File: src/rtl/ddr_ctrl_sched_fsm_if.sv
// Handshake bundle between the DDR scheduler FSM and the init block, RW engine and command mux.
// The scheduler takes the slave view; whatever drives its requests takes the master view.
interface ddr_ctrl_sched_fsm_if;
  logic       ini_done;
  logic       rw_req;
  logic       rw_idle;
  logic       mrs_update;
  logic [2:0] ctrl_state;
  logic       busy;
  logic       rw_proc;
  logic       act_start;
  logic       ref_cmd;
  logic       mrs_update_rdy;
  logic [3:0] ref_debt;
  logic       ref_err;

  modport slave (
    input  ini_done, rw_req, rw_idle, mrs_update,
    output ctrl_state, busy, rw_proc, act_start, ref_cmd, mrs_update_rdy, ref_debt, ref_err
  );

  modport master (
    output ini_done, rw_req, rw_idle, mrs_update,
    input  ctrl_state, busy, rw_proc, act_start, ref_cmd, mrs_update_rdy, ref_debt, ref_err
  );
endinterface

File: src/rtl/ddr_ctrl_sched_fsm.sv
// DDR4 controller scheduler: sequences init, activate, read/write, refresh and MRS update,
// keeping its own tREFI timebase with bounded refresh postponement and catch-up bursts.
//
// state    | meaning
// IDLE     | out of reset, moves to INIT on the first clock
// INIT     | waiting for the init block to finish
// ACTIVATE | row activate dwell (TRC)
// RW       | RW engine owns the bus
// WAIT     | draining the RW engine before refresh/MRS
// REFRESH  | REF issued, TRFC dwell; repeats for catch-up bursts
// UPDATE   | MRS update window (TMOD)
module ddr_ctrl_sched_fsm #(
  parameter int TRC          = 36,
  parameter int TRFC         = 280,
  parameter int TREFI        = 6240,
  parameter int TMOD         = 24,
  parameter int MAX_POSTPONE = 8
) (
  input logic               CK_t,
  input logic               reset_n,
  ddr_ctrl_sched_fsm_if.slave bus
);

  typedef enum logic [2:0] {
    S_IDLE   = 3'd0,
    S_INIT   = 3'd1,
    S_ACT    = 3'd2,
    S_RW     = 3'd3,
    S_WAIT   = 3'd4,
    S_REF    = 3'd5,
    S_UPD    = 3'd6
  } state_t;

  localparam int DWELL_MAX = (TRC > TRFC) ? ((TRC > TMOD) ? TRC : TMOD)
                                          : ((TRFC > TMOD) ? TRFC : TMOD);
  localparam int DWELL_W   = $clog2(DWELL_MAX + 1);
  localparam int REFI_W    = $clog2(TREFI);

  localparam logic [DWELL_W-1:0] TRC_LAST  = DWELL_W'(TRC - 1);
  localparam logic [DWELL_W-1:0] TRFC_LAST = DWELL_W'(TRFC - 1);
  localparam logic [DWELL_W-1:0] TMOD_LAST = DWELL_W'(TMOD - 1);
  localparam logic [REFI_W-1:0]  REFI_LAST = REFI_W'(TREFI - 1);
  localparam logic [3:0]         DEBT_MAX  = 4'(MAX_POSTPONE);

  state_t              state, state_nxt;
  logic [DWELL_W-1:0]  dwell;
  logic [REFI_W-1:0]   refi_cnt;
  logic [3:0]          debt, debt_nxt;
  logic                mrs_pend;
  logic                ref_force;
  logic                ref_err_q;

  logic post_init, refi_wrap, urgent, need_ref, ref_last, ref_dec, ref_again;

  always_comb begin
    post_init = (state != S_IDLE) && (state != S_INIT);
    refi_wrap = post_init && (refi_cnt == REFI_LAST);
    urgent    = (debt == DEBT_MAX);
    need_ref  = (debt != 4'd0) && !bus.rw_req;
    ref_last  = (state == S_REF) && (dwell == TRFC_LAST);
    ref_dec   = ref_last && (debt != 4'd0);

    if (refi_wrap && !ref_dec)
      debt_nxt = urgent ? debt : debt + 4'd1;
    else if (!refi_wrap && ref_dec)
      debt_nxt = debt - 4'd1;
    else
      debt_nxt = debt;

    ref_again = 1'b0;
    state_nxt = state;
    case (state)
      S_IDLE: state_nxt = S_INIT;
      S_INIT: if (bus.ini_done) state_nxt = S_ACT;
      S_ACT: begin
        if (urgent || mrs_pend)     state_nxt = S_WAIT;
        else if (dwell == TRC_LAST) state_nxt = S_RW;
      end
      S_RW: if (need_ref || urgent || mrs_pend) state_nxt = S_WAIT;
      S_WAIT: begin
        if (bus.rw_idle) begin
          if (debt != 4'd0) state_nxt = S_REF;
          else if (mrs_pend) state_nxt = S_UPD;
          else               state_nxt = S_RW;
        end
      end
      S_REF: begin
        // a burst that started forced keeps draining even with RW traffic waiting
        if (ref_last) begin
          if (debt_nxt != 4'd0 && (!bus.rw_req || urgent || ref_force)) ref_again = 1'b1;
          else if (mrs_pend) state_nxt = S_UPD;
          else               state_nxt = S_ACT;
        end
      end
      S_UPD: if (dwell == TMOD_LAST) state_nxt = S_ACT;
      default: state_nxt = S_IDLE;
    endcase
  end

  always_ff @(posedge CK_t or negedge reset_n) begin
    if (!reset_n) begin
      state              <= S_IDLE;
      dwell              <= '0;
      refi_cnt           <= '0;
      debt               <= 4'd0;
      mrs_pend           <= 1'b0;
      ref_force          <= 1'b0;
      ref_err_q          <= 1'b0;
      bus.busy           <= 1'b0;
      bus.rw_proc        <= 1'b0;
      bus.act_start      <= 1'b0;
      bus.ref_cmd        <= 1'b0;
      bus.mrs_update_rdy <= 1'b0;
    end else begin
      state <= state_nxt;
      debt  <= debt_nxt;

      if (state_nxt != state || ref_again)
        dwell <= '0;
      else if (state == S_ACT || state == S_REF || state == S_UPD)
        dwell <= dwell + 1'b1;

      if (refi_wrap)      refi_cnt <= '0;
      else if (post_init) refi_cnt <= refi_cnt + 1'b1;

      if (refi_wrap && urgent) ref_err_q <= 1'b1;

      if (state_nxt == S_UPD && state != S_UPD) mrs_pend <= 1'b0;
      else if (post_init && bus.mrs_update)    mrs_pend <= 1'b1;

      ref_force <= (state_nxt == S_REF) && (ref_force || urgent);

      bus.busy           <= (state_nxt == S_REF) || (state_nxt == S_UPD);
      bus.rw_proc        <= (state_nxt == S_RW);
      bus.act_start      <= (state_nxt == S_ACT) && (state != S_ACT);
      bus.ref_cmd        <= ((state_nxt == S_REF) && (state != S_REF)) || ref_again;
      bus.mrs_update_rdy <= (state_nxt == S_UPD) && (state != S_UPD);
    end
  end

  assign bus.ctrl_state = state;
  assign bus.ref_debt   = debt;
  assign bus.ref_err    = ref_err_q;

endmodule

File: src/flat_wrapper.sv
// flat-port wrapper written by rule: the top's interface ports become plain ports
module ddr_ctrl_sched_fsm_flat 
#(
  parameter int TRC          = 36,
  parameter int TRFC         = 280,
  parameter int TREFI        = 6240,
  parameter int TMOD         = 24,
  parameter int MAX_POSTPONE = 8
)
  (CK_t, reset_n, bus_ini_done, bus_rw_req, bus_rw_idle, bus_mrs_update, bus_ctrl_state, bus_busy, bus_rw_proc, bus_act_start, bus_ref_cmd, bus_mrs_update_rdy, bus_ref_debt, bus_ref_err);
  ddr_ctrl_sched_fsm_if bus_i ();
  input logic CK_t;
  input logic reset_n;
  input wire logic [$bits(bus_i.ini_done)-1:0] bus_ini_done;
  input wire logic [$bits(bus_i.rw_req)-1:0] bus_rw_req;
  input wire logic [$bits(bus_i.rw_idle)-1:0] bus_rw_idle;
  input wire logic [$bits(bus_i.mrs_update)-1:0] bus_mrs_update;
  output wire logic [$bits(bus_i.ctrl_state)-1:0] bus_ctrl_state;
  output wire logic [$bits(bus_i.busy)-1:0] bus_busy;
  output wire logic [$bits(bus_i.rw_proc)-1:0] bus_rw_proc;
  output wire logic [$bits(bus_i.act_start)-1:0] bus_act_start;
  output wire logic [$bits(bus_i.ref_cmd)-1:0] bus_ref_cmd;
  output wire logic [$bits(bus_i.mrs_update_rdy)-1:0] bus_mrs_update_rdy;
  output wire logic [$bits(bus_i.ref_debt)-1:0] bus_ref_debt;
  output wire logic [$bits(bus_i.ref_err)-1:0] bus_ref_err;
  assign bus_i.ini_done = bus_ini_done;
  assign bus_i.rw_req = bus_rw_req;
  assign bus_i.rw_idle = bus_rw_idle;
  assign bus_i.mrs_update = bus_mrs_update;
  assign bus_ctrl_state = bus_i.ctrl_state;
  assign bus_busy = bus_i.busy;
  assign bus_rw_proc = bus_i.rw_proc;
  assign bus_act_start = bus_i.act_start;
  assign bus_ref_cmd = bus_i.ref_cmd;
  assign bus_mrs_update_rdy = bus_i.mrs_update_rdy;
  assign bus_ref_debt = bus_i.ref_debt;
  assign bus_ref_err = bus_i.ref_err;
  ddr_ctrl_sched_fsm #(.TRC(TRC), .TRFC(TRFC), .TREFI(TREFI), .TMOD(TMOD), .MAX_POSTPONE(MAX_POSTPONE)) u_core (.CK_t(CK_t), .reset_n(reset_n), .bus(bus_i));
endmodule
File: config.mk
export PLATFORM = sky130hd
export DESIGN_NAME = ddr_ctrl_sched_fsm_flat
export DESIGN_NICKNAME = d
export VERILOG_FILES = /design/src/rtl/ddr_ctrl_sched_fsm_if.sv /design/src/rtl/ddr_ctrl_sched_fsm.sv /design/src/flat_wrapper.sv
export SDC_FILE = /design/constraint.sdc
export NUM_CORES = 1
export LEC_CHECK = 0
export CORE_MARGIN = 3
export CORE_UTILIZATION = 41
export CTS_CLUSTER_DIAMETER = 80
export CTS_CLUSTER_SIZE = 30
export DETAILED_ROUTE_END_ITERATION = 7
export MAX_ROUTING_LAYER = met4
export PLACE_DENSITY_LB_ADDON = 0.05
export SLEW_MARGIN = 20
export SYNTH_ARGS = -nofsm -noshare
export SYNTH_HDL_FRONTEND = slang
export SYNTH_SLANG_ARGS = --single-unit
File: constraint.sdc
create_clock -name CK_t -period 3.1 [get_ports CK_t]
set_input_delay 0.62 -clock CK_t [delete_from_list [all_inputs] [get_ports CK_t]]
set_output_delay 0.62 -clock CK_t [all_outputs]
set_load 0.02 [all_outputs]
==> impl_metrics.py, run 1 <==
metrics = {
    "clock_network": {
        "cts_hold_buf": 0,
        "htreeDepth": 2,
        "cts-root-buf": "clkbuf_8",
        "cts_tree": "done",
        "insertion_delay_ns": 0.30,
        "clk_pin_slew_ns": 0.09,
        "cts_sinks": 37,
        "clockBufferDepth": 2,
        "cts_made_buffers": 5,
    },
    "placement": {
        "place_congestion": 0.907,
        "place_ws_ns": 0.177,
        "port_buffers": 18,
        "place_hpwl_um": 3480,
    },
    "yosys": {
        "synthSimpleGateAreaFrac_pct": 25.3,
        "syn_area_per_cell_um2": 9.65,
        "syn_nets": 232,
        "synth_edf_count": 0,
        "synth_area_leaders": "dfrtp_1, nor2_1, xnor2_1",
        "seq_area_frac_synth_pct": 43.2,
        "synth_area_leader_cell": "dfrtp_1",
        "netlist_instances": 222,
        "synth_adder_area_share_pct": 2.34,
        "synth-xor-area-share_pct": 8.93,
        "synth_common_cells": "dfrtp_1, nor2_1, nand2_1, xnor2_1",
        "ys.flop_type": "dfrtp_1",
        "ys_types": 55,
        "syn_area_um2": 2140,
        "synth_seq_cells": 37,
        "synth_top_family_by_area": "simple AND/OR/NAND/NOR gates",
        "synth.yosys.warnings": 0,
        "synthMuxAreaShare_pct": 0.934,
        "yosys.cell_count.top_type": "dfrtp_1",
        "async_reset_ff_share_pct": 100,
        "netlist.area_leader.share_pct": 43.2,
        "synth-compound-area-share_pct": 16.5,
    },
    "detailed_routing": {
        "drc": 0,
        "via_per_inst": 5.36,
        "routed_wl_um": 4870,
        "first_pass_iters": 4,
        "routedWlPerCell_um": 15.1,
        "ant_nets": 0,
        "num_vias": 1730,
        "first_iter_violations": 83,
    },
    "floorplan": {
        "die_area_um2": 6130,
        "die_h_um": 78.3,
        "io_pins": 19,
        "core-area_um2": 4880,
        "initial_core_util_pct": 43.9,
        "die-width_um": 78.3,
        "row_count": 25,
    },
    "timing": {
        "finalHoldViolCount": 0,
        "tns_ns": 0,
        "slew_headroom_pct": 43.6,
        "setup_violations": 0,
        "fmax_mhz": 338,
        "period_share_pct": 95.3,
        "rsz0062_at_grt": "no",
        "tightest_slew_ns": 0.846,
        "finalMaxSlewViolations": 0,
        "finClkSkew_ns": 0.0112,
        "fin_ws_ns": 0.145,
        "period_needed_ns": 2.95,
    },
    "power_and_ir_drop": {
        "leakage_nw": 1.15,
        "peakVddDrop_v": 0.000173,
        "powerDensity_nw_per_um2": 332,
    },
    "grt": {
        "grtUsageTotal_pct": 17.5,
        "antenna_found_initial": 0,
        "grt_pass1_vias": 1762,
        "grt_pass1_wl_um": 8390,
        "grt_max_degree": 38,
        "overflow": 0,
    },
    "worst_setup_path": {
        "crit_path_end_kind": "flip-flop",
        "critical_path_class": "reg2reg",
        "crit_arrival_ns": 3.14,
        "worstPathMaxFanout": 6,
        "required_ns": 3.29,
        "start_kind": "flip-flop",
        "reg2regPathDepth": 9,
    },
    "cells_and_area": {
        "final_layout_size_suffix_gt1_share_pct": 16.0,
        "final_nets": 265,
        "diodes": 0,
        "area_delta_synth_final_pct": 20.3,
    },
    "status": {
        "status": "completed",
    },
    "run": {
        "drv_cap": 0,
    },
    "min_path": {
        "hp-class": "in2async",
    },
}
-- per-layer routing --
metal	wire [µm]	track usage [%]	part of all wire, %
met3	167	3.78	3.4
met5	0	-	0
met4	68	5.59	1.4
met1	2230	21.9	46
met2	2400	28.5	49
-- layout by cell type (no fill, tap or decap), types with 2 or more instances in the layout --
master and instances:
dfrtp_1 37, mux2i_1 2, clkdlybuf4s50_1 17, nor3_1 8
xnor2_1 11, nor2_1 30, a41oi_1 2, nand4_1 3
clkbuf_8 5, and3_1 7, o21ai_0 10, a21oi_1 9
o211ai_2 2, ha_1 4, nand3_1 8, a21o_1 3
o211ai_1 2, buf_4 13, xor2_1 9, nand2_1 22
nand2b_1 5, inv_1 10
-- state kept, by name (all words and copies together) (netlist names) --
register,count
u_core.refi_cnt,13
u_core.bus.act_start,1
u_core.bus.ref_debt,4
u_core.bus.ref_err,1
u_core.bus.busy,1
u_core.bus.ref_cmd,1
u_core.bus.ctrl_state,3
u_core.dwell,9
u_core.ref_force,1
u_core.bus.mrs_update_rdy,1
u_core.mrs_pend,1
u_core.bus.rw_proc,1
-- final cells by class --
type                       instances  area (µm²)
clock buffer                       5        68.8
clock inverter                     3        21.3
fill                             453        2300
inverter                          10        37.5
multi-input combinational        170        1170
sequential                        37         926
tap                               67        83.8
timing repair buffer              31         273
-- report_power, final --
group | switching [mW] | leakage (nW) | total [mW] | internal, mW
Sequential | 0 | 0.467 | 0.482 | 0.482
Clock | 0.196 | 0.0445 | 0.356 | 0.160
Combinational | 0.0121 | 0.640 | 0.0179 | 0.00582
Total | 0.208 | 1.15 | 0.856 | 0.648
-- repair_timing --
item                                    CTS  global route
endpoints found under the setup margin    0             1
gates resized for setup                   0             2
setup buffers                             0             3
-- through the flow --
step / hold WS, ns / total power [mW] / area (µm²) / std cells / utilization [%]
6_report: 0.412 / 0.856 / 2580 / 323 / 52.8
5_1_grt: 0.469 / 0.887 / 2580 / 323 / 52.8
4_1_cts: 0.440 / 0.865 / 2540 / 320 / 52.1
3_5_place_dp: 0.471 / 0.511 / 2450 / 312 / 50.3
3_3_place_gp: 0.439 / 0.510 / 2450 / 312 / 50.3
2_1_floorplan: 0.324 / 0.494 / 2140 / 222 / -
-- worst max-delay path: stages (launching register included) --
cell and delay, ns:
dfrtp_1 0.43, or4bb_1 0.56, nor4_4 0.40, nor3_1 0.15, a22o_4 0.27, xnor2_2 0.15
o41ai_4 0.43, a21boi_2 0.15, buf_4 0.17, a2bb2oi_1 0.13
-- worst paths after layout --
kind	start	slack, ns	to
max reg2reg	u_core.refi_cnt[9]	0.15	u_core.mrs_pend
min	reset_n	0.41	u_core.refi_cnt[8]
min reg2reg	u_core.bus.ref_err	0.48	u_core.bus.ref_err
min in group CK_t	u_core.bus.ref_err	0.48	u_core.bus.ref_err
max in group asynchronous	reset_n	2.15	u_core.refi_cnt[6]
max	u_core.refi_cnt[9]	0.15	u_core.mrs_pend
-- logic make-up after synthesis --
group                    after synthesis
buffers and inverters                 15
adder cells (fa/ha/maj)                4
AO/OA/AOI/OAI                         44
AND/OR/NAND/NOR                       99
flip-flops                            37
multiplexers                           2
XOR/XNOR                              21
Power figures use the tool's default switching activity.
==> inputs of run 2 (changes only) <==
- GPL_TIMING_DRIVEN: not set -> 0
==> run 2 against run 1 <==
- wire length fell by 9.4%
- non-clock buffer count fell by 7
- clock skew fell by 0.0059 ns
- critical path depth fell by 1
- worst hold slack got worse by 0.18 ns
- critical endpoint is now u_core.bus.act_start
==> impl_metrics.py, run 2 (synthesis gave the netlist of run 1 again) <==
metrics = {
    "floorplan": {
        "initial_core_util_pct": 43.9,
        "row_count": 25,
        "die_h_um": 78.3,
        "io_pins": 19,
        "die_area_um2": 6130,
        "die-width_um": 78.3,
        "core-area_um2": 4880,
    },
    "power_and_ir_drop": {
        "power_frac_seq_pct": 51.3,
        "sw_frac_of_total_pct": 20.1,
        "powerDensity_nw_per_um2": 368,
        "p_comb_share_pct": 2.3,
        "p_switching_mw": 0.189,
        "clkPwrFrac_pct": 46.5,
        "leakage_nw": 1.13,
        "peakVddDrop_v": 0.000173,
        "cellInternalPower_mw": 0.752,
    },
    "cells_and_area": {
        "final_layout_size_suffix_gt1_share_pct": 12.4,
        "mostFrequentLayoutCells": "dfrtp_1, nor2_1, nand2_1",
        "area_delta_synth_final_pct": 19.4,
        "diodes": 0,
        "largest_reg_flops": 13,
        "regMostFlops": "u_core.refi_cnt",
        "final_nets": 258,
        "final_common_cell": "dfrtp_1",
    },
    "timing": {
        "period_share_pct": 93.5,
        "slew_headroom_pct": 50.7,
        "setup_violations": 0,
        "whs_ns": 0.236,
        "fmax_mhz": 345,
        "period_needed_ns": 2.90,
        "finalHoldViolCount": 0,
        "rsz0062_at_grt": "no",
        "tightest_slew_ns": 0.736,
        "tns_ns": 0,
        "finalMaxSlewViolations": 0,
        "finClkSkew_ns": 0.00532,
    },
    "clock_network": {
        "cts_made_buffers": 5,
        "clockBufferDepth": 2,
        "cts_hold_buf": 0,
        "cts-root-buf": "clkbuf_8",
        "clk_pin_slew_ns": 0.08,
        "insertion_delay_ns": 0.29,
        "cts_sinks": 37,
        "htreeDepth": 2,
        "cts_tree": "done",
    },
    "grt": {
        "antenna_found_initial": 0,
        "grt_pass1_vias": 1650,
        "grtUsageTotal_pct": 16.2,
        "overflow": 0,
        "grt_max_degree": 24,
        "grt_pass1_wl_um": 7690,
    },
    "worst_setup_path": {
        "crit_path_end_kind": "flip-flop",
        "critical_path_class": "reg2reg",
        "worstPathMaxFanout": 6,
        "start_kind": "flip-flop",
        "required_ns": 3.30,
        "crit_arrival_ns": 3.10,
    },
    "detailed_routing": {
        "first_iter_violations": 79,
        "via_per_inst": 5.31,
        "ant_nets": 0,
        "num_vias": 1677,
        "first_pass_iters": 4,
        "routed_wl_um": 4410,
        "drc": 0,
        "routedWlPerCell_um": 14.0,
    },
    "run": {
        "drv_cap": 0,
    },
    "placement": {
        "port_buffers": 18,
        "place_congestion": 0.816,
        "place_hpwl_um": 3230,
    },
    "status": {
        "status": "completed",
    },
    "min_path": {
        "hp-class": "in2async",
    },
}
## run 2: cell types whose count changed in the layout (fill, tap and decap cells not counted), sizes merged
cell    before  now
buf         14    5
clkbuf       5    8
bufinv       0    1
clkinv       1    0
inv         11   10
## run 2: final cells by class
cell class	count	area, µm²
Tap cell	67	83.8
Timing Repair Buffer	19	195
Sequential cell	37	926
Clock inverter	2	37.5
Buffer	5	23.8
Multi-Input combinational cell	170	1170
Clock buffer	6	82.6
Inverter	10	37.5
Fill cell	447	2320
## run 2: layer usage
layer / global-route usage [%] / share of wire, % / vias to the layer above
li1: - / - / 834
met1: 20.9 / 49 / 804
met2: 25.9 / 47 / 30
met3: 3.44 / 3.4 / 9
met4: 4.72 / 1.2 / 0
met5: - / 0 / -
## run 2: power by group through the flow
stage	registers [mW]	logic [mW]	clock network, mW
floorplan	0.492	0.00191	0
global placement	0.492	0.0198	0
detailed placement	0.492	0.0225	0
CTS	0.482	0.0226	0.452
global route	0.482	0.0239	0.471
finish	0.482	0.0213	0.437
## run 2: per-stage QoR
| step | total power [mW] | instance area [µm²] | setup slack, ns | instances | utilization, % |
|---|---|---|---|---|---|
| 3_5_place_dp | 0.514 | 2420 | -0.265 | 308 | 49.6 |
| 3_3_place_gp | 0.512 | 2410 | -0.308 | 307 | 49.3 |
| 6_report | 0.941 | 2560 | 0.201 | 316 | 52.4 |
| 5_1_grt | 0.977 | 2560 | 0.00531 | 316 | 52.4 |
| 2_1_floorplan | 0.494 | 2140 | 0.200 | 222 | - |
| 4_1_cts | 0.956 | 2550 | 0.0648 | 316 | 52.2 |
## run 2: worst paths after layout
kind | from | endpoint | slack, ns | cells after the start
hold / removal | reset_n | u_core.refi_cnt[8] | 0.24 | 1
hold reg to reg | u_core.bus.ref_err | u_core.bus.ref_err | 0.46 | 1
max in group asynchronous | reset_n | u_core.dwell[1] | 2.41 | 2
setup / recovery | u_core.refi_cnt[5] | u_core.bus.act_start | 0.20 | 8
min in group CK_t | u_core.bus.ref_err | u_core.bus.ref_err | 0.46 | 1
setup reg to reg | u_core.refi_cnt[5] | u_core.bus.act_start | 0.20 | 8
## run 2: critical path, stage by stage (launching register included)
cell and delay [ns]:
dfrtp_1 0.41, or4b_4 0.56, nor4_4 0.39, nor3_2 0.15, a22o_4 0.28, xnor2_2 0.15
o41ai_4 0.41, a21boi_2 0.17, nor4b_2 0.29
## run 2: what timing repair did
| action | 4_1_cts | 5_1_grt |
|---|---|---|
| setup buffers | 0 | 0 |
| gates resized for setup | 1 | 3 |
| endpoints found under the hold margin | 0 | 0 |
| setup endpoints to repair | 19 | 15 |
==> inputs of run 3 (changes only) <==
- ABC_AREA: not set -> 1
==> run 3 against run 2 <==
- synthesized area rose by 5.3%
- global-route usage increased by 0.33 points
- sequential share of layout area shrank 1.4 points
- sequential power about the same
- synthesized cell count rose by 27%
- worst hold slack better by 0.021 ns
- final area is 3.9% higher
- fmax rose by 15%
- non-clock buffer count shrank 4
- wire length grew 2.2%
- largest power group unchanged
==> impl_metrics.py, run 3 <==
metrics = {
    "detailed_routing": {
        "first_iter_violations": 74,
        "routed_wl_um": 4510,
        "via_per_inst": 4.86,
        "ant_nets": 0,
        "routedWlPerCell_um": 11.9,
        "num_vias": 1837,
        "first_pass_iters": 4,
        "drc": 0,
    },
    "yosys": {
        "yosys.cell_count.top_type": "nand2_1",
        "synth_seq_cells": 37,
        "syn_area_um2": 2260,
        "ys.flop_type": "dfrtp_1",
        "ys_types": 31,
        "async_reset_ff_share_pct": 100,
        "synth_area_leaders": "dfrtp_1, nand2_1, inv_1",
        "netlist.area_leader.share_pct": 41.0,
        "synth_edf_count": 0,
        "syn_nets": 291,
        "syn_area_per_cell_um2": 8.03,
        "netlist_instances": 281,
        "synth_common_cells": "nand2_1, dfrtp_1, inv_1, nor2_1, nand3_1",
        "synth.yosys.warnings": 0,
        "seq_area_frac_synth_pct": 41.0,
        "synth_area_leader_cell": "dfrtp_1",
    },
    "timing": {
        "slew_headroom_pct": 69.7,
        "tightest_slew_ns": 0.455,
        "whs_ns": 0.257,
        "rsz0062_at_grt": "no",
        "finalMaxSlewViolations": 0,
        "finalHoldViolCount": 0,
        "period_share_pct": 81.5,
        "fmax_mhz": 396,
        "setup_violations": 0,
        "finClkSkew_ns": 0.0122,
        "period_needed_ns": 2.53,
        "tns_ns": 0,
    },
    "grt": {
        "overflow": 0,
        "grt_max_degree": 21,
        "grt_pass1_vias": 1768,
        "antenna_found_initial": 0,
        "grt_pass1_wl_um": 8010,
        "grtUsageTotal_pct": 16.6,
    },
    "cells_and_area": {
        "area_delta_synth_final_pct": 17.8,
        "nFillCells": 509,
        "mostFrequentLayoutCells": "nand2_1, dfrtp_1, inv_1",
        "final_layout_size_suffix_gt1_share_pct": 17.9,
        "regMostFlops": "u_core.refi_cnt",
        "final_nets": 317,
        "largest_reg_flops": 13,
        "diodes": 0,
        "final_common_cell": "nand2_1",
    },
    "worst_setup_path": {
        "reg2regPathDepth": 20,
        "worstPathMaxFanout": 6,
        "r2r_setup_slack_ns": 0.57,
        "start_kind": "flip-flop",
        "crit_arrival_ns": 2.71,
        "critical_path_class": "reg2reg",
        "critPathLaunch": "u_core.bus.ref_debt[0]",
        "regToRegStartpoint": "u_core.bus.ref_debt[0]",
        "r2r_end": "u_core.dwell[1]",
        "crit_path_end_kind": "flip-flop",
        "required_ns": 3.29,
    },
    "clock_network": {
        "cts-root-buf": "clkbuf_8",
        "cts_made_buffers": 5,
        "cts_hold_buf": 0,
        "clockBufferDepth": 2,
        "insertion_delay_ns": 0.30,
        "cts_setup_buffers": 0,
        "cts_tree": "done",
        "clk_pin_slew_ns": 0.08,
        "htreeDepth": 2,
        "cts_sinks": 37,
        "cts_resized": 0,
    },
    "status": {
        "status": "completed",
    },
    "power_and_ir_drop": {
        "powerDensity_nw_per_um2": 348,
        "leakage_nw": 1.28,
        "peakVddDrop_v": 0.000193,
        "power.total_mw": 0.926,
    },
    "floorplan": {
        "io_pins": 19,
        "initial_core_util_pct": 43.4,
        "die-width_um": 80.2,
        "row_count": 26,
        "die_h_um": 80.2,
        "die_area_um2": 6430,
        "core-area_um2": 5200,
    },
    "min_path": {
        "hp-class": "in2async",
    },
    "placement": {
        "place_hpwl_um": 3480,
        "place_congestion": 0.876,
        "port_buffers": 18,
    },
    "run": {
        "drv_cap": 0,
    },
}
-- run 3: cell count changes in the layout (fill, tap and decap cells not counted), moves of 4 or more --
cell,previous run,this run
nand2_1,22,52
inv_1,10,32
nand3_1,8,20
xnor2_1,11,1
inv_2,0,8
nand2_2,0,8
nor2_2,0,8
and3_1,7,0
nand4_1,3,9
nand2b_1,5,0
nor2_4,0,5
a21oi_1,9,13
nand2_4,0,4
-- run 3: cell type report --
class | count | area (µm²) | area share (%)
Inverter | 41 | 154 | 5.79
Sequential cell | 37 | 926 | 34.8
Buffer | 1 | 5.00 | 0.188
Multi-Input combinational cell | 202 | 1170 | 44.1
Clock inverter | 2 | 38.8 | 1.46
Timing Repair Buffer | 19 | 203 | 7.62
Tap cell | 70 | 87.6 | 3.29
Clock buffer | 6 | 72.6 | 2.73
-- run 3: cell families (layout without fill, tap and decap cells) --
| kind of cell | after synthesis | after routing | share of synthesized area (%) |
|---|---|---|---|
| XOR/XNOR | 11 | 11 | 4.27 |
| AND/OR/NAND/NOR | 157 | 157 | 38.0 |
| flip-flops | 37 | 37 | 41.0 |
| AO/OA/AOI/OAI | 30 | 30 | 7.48 |
| buffers and inverters | 42 | 69 | 7.04 |
| adder cells (fa/ha/maj) | 4 | 4 | 2.22 |
-- run 3: where the power goes --
part / switching [mW] / leakage (nW) / total [mW] / internal [mW]
Combinational: 0.0127 / 0.758 / 0.0217 / 0.00892
Sequential: 0.0000000000000000700 / 0.467 / 0.482 / 0.482
Clock: 0.180 / 0.0554 / 0.422 / 0.242
-- run 3: worst max path at each step --
stage | to | slack (ns) | cells past startpoint
6_report | u_core.dwell[1] | 0.57 | 20
5_1_grt | u_core.mrs_pend | 0.29 | 19
4_1_cts | u_core.dwell[1] | 0.55 | 20
3_5_place_dp | u_core.mrs_pend | 0.56 | 18
3_3_place_gp | u_core.bus.ctrl_state[2] | 0.44 | 1
2_1_floorplan | u_core.dwell[0] | 0.72 | 20
-- run 3: metrics by stage --
stage | utilization (%) | setup WS, ns | instance area (µm²) | cells
global placement | 48.5 | 0.436 | 2520 | 369
detailed placement | 48.9 | 0.561 | 2550 | 370
floorplan | - | 0.721 | 2260 | 281
global route | 51.1 | 0.286 | 2660 | 378
finish | 51.1 | 0.574 | 2660 | 378
CTS | 51.1 | 0.552 | 2660 | 378
-- run 3: worst max-delay path: stages, from the launching register on --
cell     delay (ns)
dfrtp_1        0.44
inv_1          0.08
ha_1           0.23
nand2_2        0.09
nor2_1         0.05
inv_1          0.13
nand3_4        0.12
nor2_4         0.16
nand2_1        0.06
nand2_1        0.08
nand3_2        0.08
nor2_2         0.10
nand2_2        0.07
nand2_2        0.07
nand2_4        0.06
nand2_4        0.08
nand2_2        0.09
nand2_1        0.09
nand2_2        0.11
nand2_4        0.15
a21oi_2        0.04
-- run 3: metal layers --
metal	vias to the layer above	track usage, %	share of wire (%)
li1	964	-	-
met1	839	22.3	52
met2	30	24.1	44
met3	4	4.04	3.0
met4	0	6.25	1.4
met5	-	-	0
